--- src/rtl/ysyx_23060020_pkg.sv ---
// Shared definitions for the ysyx_23060020 execute stage: default width, ALU opcodes and
// the input-buffer occupancy encoding.
package ysyx_23060020_pkg;

  localparam int unsigned XLEN = 32;

  localparam logic [3:0] ALU_ADD  = 4'd1;
  localparam logic [3:0] ALU_SUB  = 4'd2;
  localparam logic [3:0] ALU_AND  = 4'd3;
  localparam logic [3:0] ALU_OR   = 4'd4;
  localparam logic [3:0] ALU_XOR  = 4'd5;
  localparam logic [3:0] ALU_SLL  = 4'd6;
  localparam logic [3:0] ALU_SRL  = 4'd7;
  localparam logic [3:0] ALU_SRA  = 4'd8;
  localparam logic [3:0] ALU_SLTU = 4'd9;
  localparam logic [3:0] ALU_SLT  = 4'd10;

  typedef enum logic [1:0] {
    StEmpty = 2'd0,
    StOne   = 2'd1,
    StTwo   = 2'd2
  } ibuf_state_e;

endpackage

--- src/rtl/ysyx_23060020_exu_slot.sv ---
// One payload register of the execute input buffer, with load enable and optional writeback
// operand patching (enabled by YSYX_23060020_WB_BYPASS_EN).
module ysyx_23060020_exu_slot
  import ysyx_23060020_pkg::*;
#(
  parameter int unsigned XLEN = 32,
  parameter int unsigned SELW = 4
) (
  input  logic            clk,
  input  logic            rst_n,
  input  logic            load,
  input  logic            valid,
  input  logic [XLEN-1:0] d_pc,
  input  logic [XLEN-1:0] d_alua,
  input  logic [XLEN-1:0] d_alub,
  input  logic [SELW-1:0] d_alusel,
  input  logic [4:0]      d_rd,
  input  logic [4:0]      d_rs1,
  input  logic [4:0]      d_rs2,
  input  logic            d_rs1_use,
  input  logic            d_rs2_use,
  input  logic            d_wen,
  input  logic            wb_wen,
  input  logic [4:0]      wb_rd,
  input  logic [XLEN-1:0] wb_data,
  output logic [XLEN-1:0] q_pc,
  output logic [XLEN-1:0] q_alua,
  output logic [XLEN-1:0] q_alub,
  output logic [SELW-1:0] q_alusel,
  output logic [4:0]      q_rd,
  output logic [4:0]      q_rs1,
  output logic [4:0]      q_rs2,
  output logic            q_rs1_use,
  output logic            q_rs2_use,
  output logic            q_wen,
  output logic            q_illegal
);

  logic [XLEN-1:0] pc_q, alua_q, alub_q, alua_d, alub_d;
  logic [SELW-1:0] alusel_q;
  logic [4:0]      rd_q;
  logic            wen_q, illegal_q, illegal_d;

  assign illegal_d = (d_alusel == '0) || (d_alusel > SELW'(ALU_SLT));

`ifdef YSYX_23060020_WB_BYPASS_EN
  logic [4:0] rs1_q, rs2_q, rs1_src, rs2_src;
  logic       rs1_use_q, rs2_use_q, rs1_use_src, rs2_use_src;

  // Patch sources follow whichever register indices the slot holds after this edge.
  assign rs1_src     = load ? d_rs1 : rs1_q;
  assign rs2_src     = load ? d_rs2 : rs2_q;
  assign rs1_use_src = load ? d_rs1_use : rs1_use_q;
  assign rs2_use_src = load ? d_rs2_use : rs2_use_q;
`endif

  always_comb begin
    alua_d = alua_q;
    alub_d = alub_q;
    if (load) begin
      alua_d = d_alua;
      alub_d = d_alub;
    end
`ifdef YSYX_23060020_WB_BYPASS_EN
    if ((load || valid) && rs1_use_src && wb_wen && (wb_rd == rs1_src) && (rs1_src != 5'd0)) begin
      alua_d = wb_data;
    end
    if ((load || valid) && rs2_use_src && wb_wen && (wb_rd == rs2_src) && (rs2_src != 5'd0)) begin
      alub_d = wb_data;
    end
`endif
  end

  always_ff @(posedge clk or negedge rst_n) begin
    if (!rst_n) begin
      pc_q      <= '0;
      alua_q    <= '0;
      alub_q    <= '0;
      alusel_q  <= '0;
      rd_q      <= '0;
      wen_q     <= 1'b0;
      illegal_q <= 1'b0;
    end else begin
      alua_q <= alua_d;
      alub_q <= alub_d;
      if (load) begin
        pc_q      <= d_pc;
        alusel_q  <= d_alusel;
        rd_q      <= d_rd;
        wen_q     <= d_wen;
        illegal_q <= illegal_d;
      end
    end
  end

`ifdef YSYX_23060020_WB_BYPASS_EN
  always_ff @(posedge clk or negedge rst_n) begin
    if (!rst_n) begin
      rs1_q     <= '0;
      rs2_q     <= '0;
      rs1_use_q <= 1'b0;
      rs2_use_q <= 1'b0;
    end else if (load) begin
      rs1_q     <= d_rs1;
      rs2_q     <= d_rs2;
      rs1_use_q <= d_rs1_use;
      rs2_use_q <= d_rs2_use;
    end
  end

  assign q_rs1     = rs1_q;
  assign q_rs2     = rs2_q;
  assign q_rs1_use = rs1_use_q;
  assign q_rs2_use = rs2_use_q;
`else
  logic unused_bypass;
  assign unused_bypass = ^{valid, d_rs1, d_rs2, d_rs1_use, d_rs2_use, wb_wen, wb_rd, wb_data};

  assign q_rs1     = '0;
  assign q_rs2     = '0;
  assign q_rs1_use = 1'b0;
  assign q_rs2_use = 1'b0;
`endif

  assign q_pc      = pc_q;
  assign q_alua    = alua_q;
  assign q_alub    = alub_q;
  assign q_alusel  = alusel_q;
  assign q_rd      = rd_q;
  assign q_wen     = wen_q;
  assign q_illegal = illegal_q;

endmodule

--- src/rtl/ysyx_23060020_exu_ibuf.sv ---
// Execute-stage input buffer: two-entry skid buffer (MAIN drives out_*, SKID absorbs one op)
// giving a registered in_ready. Writeback operand patching under YSYX_23060020_WB_BYPASS_EN.
module ysyx_23060020_exu_ibuf #(
  parameter int unsigned XLEN = ysyx_23060020_pkg::XLEN,
  parameter int unsigned SELW = 4
) (
  input  logic            clk,
  input  logic            rst_n,
  input  logic            flush,
  input  logic            in_valid,
  output logic            in_ready,
  input  logic [XLEN-1:0] in_pc,
  input  logic [XLEN-1:0] in_alua,
  input  logic [XLEN-1:0] in_alub,
  input  logic [SELW-1:0] in_alusel,
  input  logic [4:0]      in_rd,
  input  logic [4:0]      in_rs1,
  input  logic [4:0]      in_rs2,
  input  logic            in_rs1_use,
  input  logic            in_rs2_use,
  input  logic            in_wen,
  input  logic            wb_wen,
  input  logic [4:0]      wb_rd,
  input  logic [XLEN-1:0] wb_data,
  output logic            out_valid,
  input  logic            out_ready,
  output logic [XLEN-1:0] out_pc,
  output logic [XLEN-1:0] out_alua,
  output logic [XLEN-1:0] out_alub,
  output logic [SELW-1:0] out_alusel,
  output logic [4:0]      out_rd,
  output logic            out_wen,
  output logic            out_illegal
);

  import ysyx_23060020_pkg::*;

  ibuf_state_e state_q, state_d;
  logic in_fire, out_fire, main_load, skid_load, main_from_skid;

  assign in_ready  = (state_q != StTwo);
  assign out_valid = (state_q != StEmpty);
  assign in_fire   = in_valid && in_ready;
  assign out_fire  = out_valid && out_ready;

  always_comb begin
    state_d   = state_q;
    main_load = 1'b0;
    skid_load = 1'b0;
    unique case (state_q)
      StEmpty: begin
        if (in_fire) begin
          state_d   = StOne;
          main_load = 1'b1;
        end
      end
      StOne: begin
        if (in_fire && out_fire) begin
          main_load = 1'b1;
        end else if (out_fire) begin
          state_d = StEmpty;
        end else if (in_fire) begin
          state_d   = StTwo;
          skid_load = 1'b1;
        end
      end
      StTwo: begin
        if (out_fire) begin
          state_d   = StOne;
          main_load = 1'b1;
        end
      end
      default: state_d = StEmpty;
    endcase
    // Redirect drops both entries but leaves payload registers untouched.
    if (flush) begin
      state_d   = StEmpty;
      main_load = 1'b0;
      skid_load = 1'b0;
    end
  end

  always_ff @(posedge clk or negedge rst_n) begin
    if (!rst_n) begin
      state_q <= StEmpty;
    end else begin
      state_q <= state_d;
    end
  end

  assign main_from_skid = (state_q == StTwo);

  logic [XLEN-1:0] skid_pc, skid_alua, skid_alub;
  logic [SELW-1:0] skid_alusel;
  logic [4:0]      skid_rd, skid_rs1, skid_rs2;
  logic            skid_rs1_use, skid_rs2_use, skid_wen, unused_skid_illegal;

  logic [XLEN-1:0] main_d_pc, main_d_alua, main_d_alub;
  logic [SELW-1:0] main_d_alusel;
  logic [4:0]      main_d_rd, main_d_rs1, main_d_rs2;
  logic            main_d_rs1_use, main_d_rs2_use, main_d_wen;

  always_comb begin
    main_d_pc      = in_pc;
    main_d_alua    = in_alua;
    main_d_alub    = in_alub;
    main_d_alusel  = in_alusel;
    main_d_rd      = in_rd;
    main_d_rs1     = in_rs1;
    main_d_rs2     = in_rs2;
    main_d_rs1_use = in_rs1_use;
    main_d_rs2_use = in_rs2_use;
    main_d_wen     = in_wen;
    if (main_from_skid) begin
      main_d_pc      = skid_pc;
      main_d_alua    = skid_alua;
      main_d_alub    = skid_alub;
      main_d_alusel  = skid_alusel;
      main_d_rd      = skid_rd;
      main_d_rs1     = skid_rs1;
      main_d_rs2     = skid_rs2;
      main_d_rs1_use = skid_rs1_use;
      main_d_rs2_use = skid_rs2_use;
      main_d_wen     = skid_wen;
    end
  end

  logic [4:0] unused_main_rs1, unused_main_rs2;
  logic       unused_main_rs1_use, unused_main_rs2_use;

  ysyx_23060020_exu_slot #(
    .XLEN (XLEN),
    .SELW (SELW)
  ) u_main (
    .clk       (clk),
    .rst_n     (rst_n),
    .load      (main_load),
    .valid     (state_q != StEmpty),
    .d_pc      (main_d_pc),
    .d_alua    (main_d_alua),
    .d_alub    (main_d_alub),
    .d_alusel  (main_d_alusel),
    .d_rd      (main_d_rd),
    .d_rs1     (main_d_rs1),
    .d_rs2     (main_d_rs2),
    .d_rs1_use (main_d_rs1_use),
    .d_rs2_use (main_d_rs2_use),
    .d_wen     (main_d_wen),
    .wb_wen    (wb_wen),
    .wb_rd     (wb_rd),
    .wb_data   (wb_data),
    .q_pc      (out_pc),
    .q_alua    (out_alua),
    .q_alub    (out_alub),
    .q_alusel  (out_alusel),
    .q_rd      (out_rd),
    .q_rs1     (unused_main_rs1),
    .q_rs2     (unused_main_rs2),
    .q_rs1_use (unused_main_rs1_use),
    .q_rs2_use (unused_main_rs2_use),
    .q_wen     (out_wen),
    .q_illegal (out_illegal)
  );

  ysyx_23060020_exu_slot #(
    .XLEN (XLEN),
    .SELW (SELW)
  ) u_skid (
    .clk       (clk),
    .rst_n     (rst_n),
    .load      (skid_load),
    .valid     (state_q == StTwo),
    .d_pc      (in_pc),
    .d_alua    (in_alua),
    .d_alub    (in_alub),
    .d_alusel  (in_alusel),
    .d_rd      (in_rd),
    .d_rs1     (in_rs1),
    .d_rs2     (in_rs2),
    .d_rs1_use (in_rs1_use),
    .d_rs2_use (in_rs2_use),
    .d_wen     (in_wen),
    .wb_wen    (wb_wen),
    .wb_rd     (wb_rd),
    .wb_data   (wb_data),
    .q_pc      (skid_pc),
    .q_alua    (skid_alua),
    .q_alub    (skid_alub),
    .q_alusel  (skid_alusel),
    .q_rd      (skid_rd),
    .q_rs1     (skid_rs1),
    .q_rs2     (skid_rs2),
    .q_rs1_use (skid_rs1_use),
    .q_rs2_use (skid_rs2_use),
    .q_wen     (skid_wen),
    .q_illegal (unused_skid_illegal)
  );

endmodule

--- config.mk ---
export PLATFORM = sky130hd
export DESIGN_NAME = ysyx_23060020_exu_ibuf
export DESIGN_NICKNAME = d
export VERILOG_FILES = /design/src/rtl/ysyx_23060020_pkg.sv /design/src/rtl/ysyx_23060020_exu_slot.sv /design/src/rtl/ysyx_23060020_exu_ibuf.sv
export SDC_FILE = /design/constraint.sdc
export NUM_CORES = 1
export LEC_CHECK = 0
export BUFFER_PORTS_ARGS = -buffer_cell sky130_fd_sc_hd__buf_4
export CAP_MARGIN = 10
export CORE_MARGIN = 4
export CORE_UTILIZATION = 23
export DETAILED_ROUTE_END_ITERATION = 8
export GPL_ROUTABILITY_DRIVEN = 0
export HOLD_SLACK_MARGIN = 0.08
export PLACE_DENSITY = 0.46
export SLEW_MARGIN = 20
export SYNTH_ARGS = -nofsm -noshare
export SYNTH_HDL_FRONTEND = slang
export SYNTH_SLANG_ARGS = --single-unit
--- constraint.sdc ---
create_clock -name clk -period 2.03 [get_ports clk]
set_input_delay 0.3045 -clock clk [delete_from_list [all_inputs] [get_ports clk]]
set_output_delay 0.3045 -clock clk [all_outputs]
set_load 0.01 [all_outputs]
After elaboration in Yosys (flattened, before gate mapping)
Index checks and enable logic that the tools add are counted.

operators by class
  eq/ne operators = 7
  muxes and demuxes = 22
  order comparisons = 1
  reduce and logical (&&, ||, !) cells = 8

operators with widths
  kind                  count
  $mux W32              3
  $mux W2               6
  $mux W1               9
  $ne A3 B3 Y1 const B  3
  $pmux W2 S3           1
  $mux W5               1
  $gt A4 B4 Y1 const B  1
  $logic_not A4 Y1      1
  $mux W4               1
  $ne A4 B4 Y1 const B  1
  $reduce_and A4 Y1     1
  $logic_and A1 B1 Y1   3
  $pmux W1 S3           1
  $eq A2 B1 Y1 const B  1
  $eq A2 B2 Y1 const B  1
  $logic_not A2 Y1      1
  $ne A2 B2 Y1 const B  1
  $reduce_bool A2 Y1    1
  $logic_or A1 B1 Y1    1

storage, ports and cells
  logic and storage cells = 52
  flip-flop bits (word level) = 215

Depth between registers and ports, before layout
Gate-level depths: netlist of run 1.

  word-level depth = 7
  gate-level depth with buffers = 7
  depth with buffers taken out = 4

Hierarchy
A second synthesis of run 1 with hierarchy kept.

second synthesis, totals
  cell total of the unflattened synthesis = 881
  area total of the unflattened synthesis = 9,943.3 um^2

modules (own cells, without submodules)
  module                  cells each  instances  area an instance (um^2)
  ysyx_23060020_exu_slot  243         2          4,145.2
  ysyx_23060020_exu_ibuf  395         1          1,652.8

Worst setup path after synthesis of run 1
OpenSTA, ideal clock, no wires.

  path type = flip-flop to flip-flop
  start = reg state_q[0]
  end = reg u_main.alua_q[10] (netlist: u_main.q_alua[10])
  arrival = 1.711 ns
  data required time = 1.902 ns
  library setup time = 0.128 ns
  path buffers = 4
  cell stages (with the launch flop) = 8
  setup slack = 0.192 ns
  cells stage by stage = dfrtp_1 -> buf_4 -> nor2b_1 -> buf_2 -> buf_4 -> buf_2 -> mux2_2 -> mux2_1

between the ends
  cells in the longest elaborated chain, start to end = 6
  elaborated cells on any way between the ends = 14

ends and longest elaborated chain
  what                                                line                                                        text
  start: declaration                                  ysyx_23060020_exu_ibuf.sv:38                                ibuf_state_e state_q, state_d;
  start signal: assignment                            ysyx_23060020_exu_ibuf.sv:85                                state_q <= StEmpty;
  start signal: assignment                            ysyx_23060020_exu_ibuf.sv:87                                state_q <= state_d;
  $ne A2 B2 Y1 or $reduce_bool A2 Y1 (tied branches)  --
  $logic_and A1 B1 Y1 (on tied branches)              ysyx_23060020_exu_ibuf.sv:43, ysyx_23060020_exu_ibuf.sv:44
  $logic_and A1 B1 Y1                                 ysyx_23060020_exu_ibuf.sv:58                                if (in_fire && out_fire) begin
  $mux W1                                             ysyx_23060020_exu_ibuf.sv:58
  $pmux W1 S3                                         ysyx_23060020_exu_ibuf.sv:50                                unique case (state_q)
  $mux W1                                             ysyx_23060020_exu_ibuf.sv:76                                if (flush) begin
  end signal: assignment                              ysyx_23060020_exu_slot.sv:84                                alua_q <= alua_d;
  end: declaration                                    ysyx_23060020_exu_slot.sv:39                                logic [XLEN-1:0] pc_q, alua_q, alub_q, alua_d, alub_d;

Several ways; a longest one is shown, not always the timed one.
A chain may end at the register's enable or synchronous reset.

Final worst setup path of run 1
  start = reg state_q[1]
  end = reg u_main.alua_q[25] (netlist: u_main.q_alua[25])

Same word-level chain as after synthesis.

==> results_dict.tcl, run 1 <==
set metrics [dict create \
    status "finished, final reports clean" \
    critPathRequiredTime_ns 2.44 \
    cts_tree "yes" \
    multi_input_area_um2 3780 \
    setup_viol 0 \
    fillers 3939 \
    synth_top_flop_cell "dfrtp_1" \
    die_area_um2 43900 \
    final_cell_mix "mux2_2, buf_4, dfrtp_1, dlygate4sd3_1, clkbuf_16" \
    start_kind "flop" \
    gr-total-overflow 0 \
    routed_wl_mm 23.8 \
    vias 6134 \
    hold_path_class "in2reg" \
    fp.dieH_um 209 \
    syn_to_final_growth_pct 50.3 \
    crit_family "buffers and inverters" \
    mappedNetlistNets 754 \
    synth_enable_flop_cells 0 \
    place_area_um2 12000 \
    final_layout_size_suffix_gt1_share_pct 62.1 \
    num_io_pins 270 \
    critical_path_buf_inv_count 3 \
    post_drt_wl_per_cell_um 15.9 \
    crit_fanout 8 \
    yosysWarnings 0 \
    core-area_um2 39900 \
    final_antenna_net_count 0 \
    p_total_mw 13.8 \
    power_density_nw_per_um2 984 \
    skew_ns 0.0157 \
    seq_area_um2 5380 \
    clk_latency_ns 0.54 \
    vias_per_cell 4.10 \
    root_buffer "clkbuf_16" \
    async_flop_share_pct 100 \
    leakage_nw 6.16 \
    synth_seq_cells 215 \
    numClockSinks 215 \
    synth.cell_area_um2 9330 \
    tns_ns 0 \
    crit_chain "buf_4 -> mux2i_1 -> o31ai_4 -> buf_12 -> buf_4 -> mux2_2" \
    final_common_cell "mux2_2" \
    rows 73 \
    die_w_um 209 \
    crit_top_cell "buf_4" \
    grt_max_degree 59 \
    cts_made_buffers 27 \
    grt_pass1_wl_mm 38.2 \
    final_area_um2 14000 \
    antenna_found_initial 1 \
    drc 0 \
    drtIter0Drc 158 \
    critPathArrivalTime_ns 2.33 \
    slew_headroom_pct 63.2 \
    critPathKind "reg2reg" \
    slowest_delay_ns 0.39 \
    port_buffers 219 \
    dp_hpwl_mm 16.0 \
    grt_pass1_vias 6654 \
    endpoint_kind "flop" \
    max_freq_mhz 521 \
    critPathSlowestCell "dfrtp_1" \
    grt_usage_pct 10.7 \
    slew_violations 0 \
    avgSynthCellArea_um2 15.7 \
    cts_buffer_depth 3 \
    rsz0062_at_grt "false" \
    worst_pin_slew_ns 0.552 \
    nets 1113 \
    start_util_pct 23.4 \
    maxCapViolCount 0 \
    synthCells 593 \
    ys_types 25 \
    post-route-min-period_ns 1.92 \
    period_share_pct 94.5 \
    hold_viol 0 \
    dr.pass1.iters 4 \
    ir_worst_vdd_mv 0.685 \
    ctsHtreeMaxLevel 1 \
    clk_pin_slew_ns 0.05 \
    ys_seq_area_share_pct 57.7 \
]
-- through the flow --
stage               util (%)  hold WS (ns)  instances  setup WS (ns)
detailed placement      30.0         0.314       1334          0.169
global placement        30.0         0.315       1334          0.183
finish                  35.1         0.229       1496          0.112
CTS                     35.1         0.188       1494         0.0376
global route            35.1         0.241       1496         0.0336
floorplan                  -       0.00891        593          0.192
-- sequential cells by signal, summed over array words and instances (netlist names) --
| name | count |
|---|---|
| u_main.q_pc | 32 |
| u_skid.q_alusel | 4 |
| u_skid.q_rd | 5 |
| u_main.q_illegal | 1 |
| u_main.q_alub | 32 |
| u_main.q_alua | 32 |
| u_skid.q_alub | 32 |
| u_skid.q_alua | 32 |
| u_skid.q_wen | 1 |
| u_main.q_rd | 5 |
| u_main.q_wen | 1 |
| u_skid.q_pc | 32 |
| u_main.q_alusel | 4 |
| state_q | 2 |
-- synthesized netlist by cell type (2+ instances only) --
cell type	number	share of area, %
buf_2	23	1.2
buf_4	7	0.56
mux2_2	300	36
nor4_1	2	0.13
a211oi_1	2	0.16
a21o_1	2	0.16
clkbuf_1	5	0.20
mux2_1	18	2.2
a21oi_1	2	0.11
nor2b_1	2	0.13
nor2_1	2	0.080
dfrtp_1	215	58
-- report_power, final --
part           leakage, nW  internal [mW]  switching (mW)
Clock                0.452           3.21            1.85
Sequential            2.58           5.34           0.507
Combinational         3.12           1.83            1.07
Total                 6.16           10.4            3.43
-- cell type report --
cell class                 count  share of cell area [%]
timing repair buffer         365                    23.3
multi-input combinational    342                    26.9
antenna                        1                  0.0178
clock inverter                 9                    1.23
tap                          525                    4.68
inverter                       1                  0.0268
clock buffer                  38                    5.40
sequential                   215                    38.4
-- worst paths after layout --
kind                                    from           endpoint  slack, ns  cells past startpoint
max                               state_q[1]  u_main.q_alua[25]       0.11                      6
min reg2reg                u_main.q_alua[30]  u_main.q_alua[30]       0.49                      1
max reg2reg                       state_q[1]  u_main.q_alua[25]       0.11                      6
min                                 in_valid         state_q[0]       0.23                      4
min in group asynchronous              rst_n  u_main.q_alua[12]       0.34                      2
max in group asynchronous              rst_n     u_skid.q_rd[0]       1.06                      3
-- worst min-delay path, stage by stage --
cell     delay (ns)
buf_4          0.10
nand2_1        0.05
a21oi_1        0.13
o21ba_2        0.13
-- timing repair --
action | CTS | global route
endpoints found under the setup margin | 1 | 3
hold endpoints to repair | 155 | 0
hold buffers | 110 | 0
resized for setup | 1 | 0
buffers inserted | 3 | 1
-- logic make-up after synthesis --
family                 Yosys count  synth area share (%)
muxes                          319                  38.5
and+or+nand+nor                 12                 0.778
buffers and inverters           36                  2.04
DFF                            215                  57.7
AOI/OAI and AO/OA               11                  1.03
-- layer usage --
| metal | GRT usage, % | up-vias | share of wire (%) |
|---|---|---|---|
| met2 | 17.3 | 136 | 46 |
| met5 | 0 | - | 0 |
| met4 | 2.66 | 0 | 2.0 |
| li1 | - | 2874 | - |
| met3 | 2.94 | 35 | 6.7 |
| met1 | 14.4 | 3089 | 45 |
Power figures use the tool's default switching activity.
==> inputs of run 2 (changes only) <==
--- a/config.mk
+++ b/config.mk
@@ -9,6 +9,7 @@
 export CAP_MARGIN = 10
 export CORE_MARGIN = 4
 export CORE_UTILIZATION = 23
+export CTS_BUF_LIST = sky130_fd_sc_hd__clkbuf_8
 export DETAILED_ROUTE_END_ITERATION = 8
 export GPL_ROUTABILITY_DRIVEN = 0
 export HOLD_SLACK_MARGIN = 0.08
==> constraint.sdc (replaced) <==
create_clock -name clk -period 1.8 [get_ports clk]
set_input_delay 0.27 -clock clk [delete_from_list [all_inputs] [get_ports clk]]
set_output_delay 0.27 -clock clk [all_outputs]
set_load 0.01 [all_outputs]
==> run 2 against run 1 <==
- the run now ends with setup timing left
- total power is 8.2% higher
- sequential cell count stayed put
- critical path depth stayed put
- via count is 3.5% higher
- worst setup slack worse by 0.14 ns
- die area stayed put
- sequential power is 13% higher
- sequential share of layout area is 1.4 points lower
- clock skew is 0.0018 ns higher
- maximum frequency is 5.0% higher
- non-clock buffer count is 18 higher
==> results_dict.tcl, run 2 (synthesis gave the netlist of run 1 again) <==
set metrics [dict create \
    status "finished with violations" \
    violations "setup timing" \
    pwr-share-comb_pct 23.8 \
    seqPwrFrac_pct 44.3 \
    final_cell_mix "mux2_2, buf_4, dfrtp_1, dlygate4sd3_1, mux2_4" \
    post_drt_wl_per_cell_um 16.8 \
    numClockSinks 215 \
    rsz0062_at_grt "true" \
    critPathRequiredTime_ns 2.25 \
    fp.dieH_um 209 \
    critPathSlowestCell "dfrtp_2" \
    grt_pass1_vias 6942 \
    port_buffers 219 \
    fillers 3902 \
    crit_fanout 7 \
    grt_usage_pct 11.3 \
    syn_to_final_growth_pct 56.2 \
    cts_made_buffers 42 \
    start_kind "flop" \
    start_util_pct 23.4 \
    slowest_delay_ns 0.46 \
    crit_chain "mux2i_2 -> o31ai_4 -> buf_4 -> buf_12 -> clkbuf_16 -> mux2_2" \
    grt_max_degree 58 \
    die_area_um2 43900 \
    hold_viol 0 \
    core-area_um2 39900 \
    max_freq_mhz 547 \
    vias_per_cell 4.14 \
    endpoint_kind "flop" \
    dpl_worst_slack_ns -0.0329 \
    ctsHtreeMaxLevel 2 \
    intPower_mw 11.0 \
    worst_pin_slew_ns 0.392 \
    root_buffer "clkbuf_8" \
    maxCapViolCount 0 \
    final_layout_size_suffix_gt1_share_pct 64.6 \
    hold_path_class "in2reg" \
    vias 6349 \
    place_area_um2 12000 \
    critPathArrivalTime_ns 2.27 \
    period_share_pct 101 \
    final_area_um2 14600 \
    ir_worst_vdd_mv 0.591 \
    nets 1146 \
    slew_headroom_pct 73.9 \
    power_density_nw_per_um2 1030 \
    cts_buffer_depth 3 \
    dp_hpwl_mm 16.3 \
    worst_slack_ns -0.0268 \
    cts_tree "yes" \
    routed_wl_mm 25.8 \
    leakage_nw 6.59 \
    critPathKind "reg2reg" \
    clk_latency_ns 0.57 \
    gr-total-overflow 0 \
    skew_ns 0.0174 \
    num_io_pins 270 \
    setup_viol 41 \
    n_antenna_cell 0 \
    post-route-min-period_ns 1.83 \
    postLayoutCoreUtil_pct 36.5 \
    cp-startpoint "state_q[1]" \
    clk_pin_slew_ns 0.05 \
    p_sw_share_pct 26.4 \
    tns_ns -0.315 \
    hold_start "in_valid" \
    die_w_um 209 \
    final_common_cell "mux2_2" \
    antenna_found_initial 0 \
    drtIter0Drc 134 \
    p_total_mw 14.9 \
    grt_pass1_wl_mm 39.7 \
    clkPwrFrac_pct 31.9 \
    dr.pass1.iters 4 \
    drc 0 \
    r2r_start "state_q[1]" \
    p_sw_mw 3.95 \
    final_antenna_net_count 0 \
    slew_violations 0 \
    rows 73 \
]
run 2: cell count changes in the layout (fill, tap and decap cells not counted), moves of 3 or more:
cell       previous run  this run
clkbuf_16            27         4
buf_16                0         3
mux2_4                0        75
clkbuf_8              4        51
bufinv_16             5         1
buf_6                 0         8
clkbuf_1              7         0
mux2_2              300       237
inv_1                 1        13
mux2_1               18         6
clkinv_2              3         0
run 2: final timing paths:
kind                                endpoint  slack [ns]  depth (start not counted)
hold reg to reg             u_main.q_alua[4]        0.48                          1
max in group asynchronous  u_main.q_alub[29]        0.91                          3
hold / removal                    state_q[0]        0.18                          4
setup reg to reg            u_main.q_alua[9]       -0.03                          6
setup / recovery            u_main.q_alua[9]       -0.03                          6
min in group asynchronous   u_skid.q_alua[8]        0.21                          2
run 2: per-layer routing:
metal  GRT usage (%)  part of all wire (%)  up-vias
met3            4.07                   6.6       36
met2            17.6                    46      151
met1            14.9                    46     3221
met5               0                     0        -
li1                -                     -     2941
met4            3.15                   1.7        0
run 2: area by class of cell:
type / instances / area [um2] / area share (%)
Inverter: 1 / 11.3 / 0.0773
Clock buffer: 51 / 702 / 4.82
Timing Repair Buffer: 383 / 3630 / 24.9
Multi-Input combinational cell: 342 / 4080 / 28.0
Sequential cell: 215 / 5380 / 36.9
Tap cell: 525 / 657 / 4.51
Clock inverter: 17 / 103 / 0.704
run 2: what timing repair did:
item | 4_1_cts | 5_1_grt
endpoints found under the setup margin | 71 | 106
pin swaps | 1 | 1
gates resized for setup | 38 | 69
buffers inserted | 6 | 3
gates cloned | 2 | 5
hold endpoints to repair | 430 | 0
hold buffers | 109 | 0
run 2: power by group through the flow:
stage          clock network (mW)  registers (mW)  logic (mW)
6_report                     4.76            6.62        3.56
5_1_grt                      5.24            6.78        3.86
4_1_cts                      5.03            6.61        3.47
3_5_place_dp                    0            6.68        3.18
3_3_place_gp                    0            6.64        3.14
2_1_floorplan                   0            6.78        1.39
run 2: per-stage QoR:
| stage | instances | hold WS [ns] |
|---|---|---|
| 3_5_place_dp | 1342 | 0.209 |
| 2_1_floorplan | 593 | -0.0256 |
| 6_report | 1534 | 0.181 |
| 3_3_place_gp | 1342 | 0.209 |
| 4_1_cts | 1526 | 0.0898 |
| 5_1_grt | 1534 | 0.139 |
run 2: critical path: cells and delay by family, from the launching register on:
family / cells / cell delay (ns)
muxes: 2 / 0.53
DFF: 1 / 0.46
buffers and inverters: 3 / 0.52
AOI/OAI and AO/OA: 1 / 0.20
==> inputs of run 3 (changes only) <==
--- a/config.mk
+++ b/config.mk
@@ -7,13 +7,14 @@
 export LEC_CHECK = 0
 export BUFFER_PORTS_ARGS = -buffer_cell sky130_fd_sc_hd__buf_4
 export CAP_MARGIN = 10
+export CORE_ASPECT_RATIO = 1.2
 export CORE_MARGIN = 4
-export CORE_UTILIZATION = 23
+export CORE_UTILIZATION = 41
 export CTS_BUF_LIST = sky130_fd_sc_hd__clkbuf_8
 export DETAILED_ROUTE_END_ITERATION = 8
 export GPL_ROUTABILITY_DRIVEN = 0
 export HOLD_SLACK_MARGIN = 0.08
-export PLACE_DENSITY = 0.46
+export PLACE_DENSITY = 0.7
 export SLEW_MARGIN = 20
 export SYNTH_ARGS = -nofsm -noshare
 export SYNTH_HDL_FRONTEND = slang
==> constraint.sdc (replaced) <==
create_clock -name clk -period 2 [get_ports clk]
set_input_delay 0.3 -clock clk [delete_from_list [all_inputs] [get_ports clk]]
set_output_delay 0.3 -clock clk [all_outputs]
set_load 0.01 [all_outputs]
==> run 3 against run 2 <==
- the run now ends clean
- clock power shrank 21%
- core utilization grew 23 points
- worst setup slack gained 0.17 ns
- total power shrank 16%
- die area shrank 42%
- sequential cell count is the same
- cell area shrank 8.1%
- critical endpoint is now out_valid
==> results_dict.tcl, run 3 (synthesis gave the netlist of run 1 again) <==
set metrics [dict create \
    final_antenna_net_count 0 \
    r2r_end "u_main.q_alub[26]" \
    ctsHtreeMaxLevel 2 \
    cp-startpoint "state_q[0]" \
    slew_headroom_pct 61.3 \
    final_common_cell "mux2_2" \
    die_area_um2 25200 \
    crit_end "out_valid" \
    critPathArrivalTime_ns 1.56 \
    grt_pass1_vias 6888 \
    p_total_mw 12.6 \
    hold_path_class "in2reg" \
    drtIter0Drc 110 \
    fp.dieH_um 173 \
    rows 60 \
    syn_to_final_growth_pct 43.5 \
    leakage_nw 6.06 \
    p_sw_share_pct 26.1 \
    grtUsageMet2_pct 30.5 \
    numClockSinks 215 \
    r2r_start "state_q[1]" \
    routed_wl_mm 21.3 \
    start_kind "flop" \
    dr.pass1.iters 4 \
    use_met3_pct 3.82 \
    hold_viol 0 \
    grtUsageMet1_pct 19.9 \
    period_share_pct 92.8 \
    setup_viol 0 \
    nets 1116 \
    rrSetupSlack_ns 0.15 \
    post-route-min-period_ns 1.86 \
    clkPwrFrac_pct 29.8 \
    cts_buffer_depth 3 \
    drc 0 \
    critPathRequiredTime_ns 1.70 \
    skew_ns 0.0101 \
    die_w_um 146 \
    endpoint_kind "output pin" \
    core-area_um2 22400 \
    p_sw_mw 3.29 \
    clk_latency_ns 0.51 \
    crit_fanout 8 \
    post_drt_wl_per_cell_um 17.0 \
    grt.busiest_layer "met2" \
    clk_pin_slew_ns 0.06 \
    cts_tree "yes" \
    final_area_um2 13400 \
    num_io_pins 270 \
    final_layout_size_suffix_gt1_share_pct 62.1 \
    cts_made_buffers 36 \
    slew_violations 0 \
    start_util_pct 41.6 \
    n_antenna_cell 0 \
    ir_worst_vdd_mv 0.609 \
    worstRegToRegCells 5 \
    gr-total-overflow 0 \
    dp_hpwl_mm 14.2 \
    pwr-share-comb_pct 23.2 \
    port_buffers 219 \
    power_density_nw_per_um2 942 \
    worst_pin_slew_ns 0.581 \
    max_freq_mhz 539 \
    status "finished, final reports clean" \
    critPathKind "reg2out" \
    vias_per_cell 4.97 \
    intPower_mw 9.32 \
    rsz0062_at_grt "false" \
    grt_pass1_wl_mm 35.5 \
    maxCapViolCount 0 \
    vias 6248 \
    grt_max_degree 68 \
    root_buffer "clkbuf_8" \
    tns_ns 0 \
    final_cell_mix "mux2_2, buf_4, dfrtp_1, dlygate4sd3_1, clkbuf_8" \
    grt_usage_pct 16.9 \
    fillers 1728 \
    place_area_um2 11600 \
    antenna_found_initial 0 \
    seqPwrFrac_pct 47.0 \
]
==> run 3: worst min-delay path by stage <==
stage / from / endpoint / depth (start not counted)
after floorplan: rst_n / state_q[0] / 0
after global placement: rst_n / u_skid.q_alua[21] / 1
after detailed placement: rst_n / u_skid.q_alua[21] / 1
after CTS: flush / state_q[0] / 2
after global routing: flush / state_q[0] / 2
final: flush / state_q[0] / 2
==> run 3: routing by layer <==
| layer | vias up | part of all wire [%] |
|---|---|---|
| li1 | 2888 | - |
| met1 | 3165 | 40 |
| met2 | 159 | 53 |
| met3 | 36 | 5.2 |
| met4 | 0 | 2.1 |
| met5 | - | 0 |
==> run 3: layout make-up <==
cell class / instances / area [um2] / share of cell area [%]
Clock buffer: 46 / 633 / 4.73
Clock inverter: 15 / 65.1 / 0.486
Inverter: 1 / 3.75 / 0.0280
Multi-Input combinational cell: 342 / 3780 / 28.2
Sequential cell: 215 / 5380 / 40.2
Tap cell: 279 / 349 / 2.61
Timing Repair Buffer: 359 / 3170 / 23.7
==> run 3: metrics by stage <==
step           instances  setup WS [ns]  hold slack (ns)  util [%]
6_report            1257          0.144            0.118      59.6
5_1_grt             1257         0.0476            0.102      59.6
4_1_cts             1257         0.0983           0.0844      59.6
3_5_place_dp        1084         0.0978            0.356      51.6
3_3_place_gp        1084          0.122            0.355      51.6
2_1_floorplan        593          0.162          0.00441         -
==> run 3: what timing repair did <==
action	CTS	global route
gates resized for setup	2	0
hold endpoints to repair	163	0
setup buffers	3	0
setup endpoints to repair	1	0
hold buffers	109	0
==> run 3: worst max-delay path, cell delays in order (launching register included) <==
cell and delay, ns:
dfrtp_2 0.43, buf_4 0.18, or2_2 0.30, buf_4 0.15
==> run 3: power groups by stage <==
stage | clock [mW] | sequential, mW | combinational (mW)
2_1_floorplan | 0 | 6.11 | 1.25
3_3_place_gp | 0 | 5.95 | 2.73
3_5_place_dp | 0 | 6.00 | 2.79
4_1_cts | 3.91 | 5.93 | 2.98
5_1_grt | 4.11 | 6.05 | 3.18
6_report | 3.75 | 5.93 | 2.93
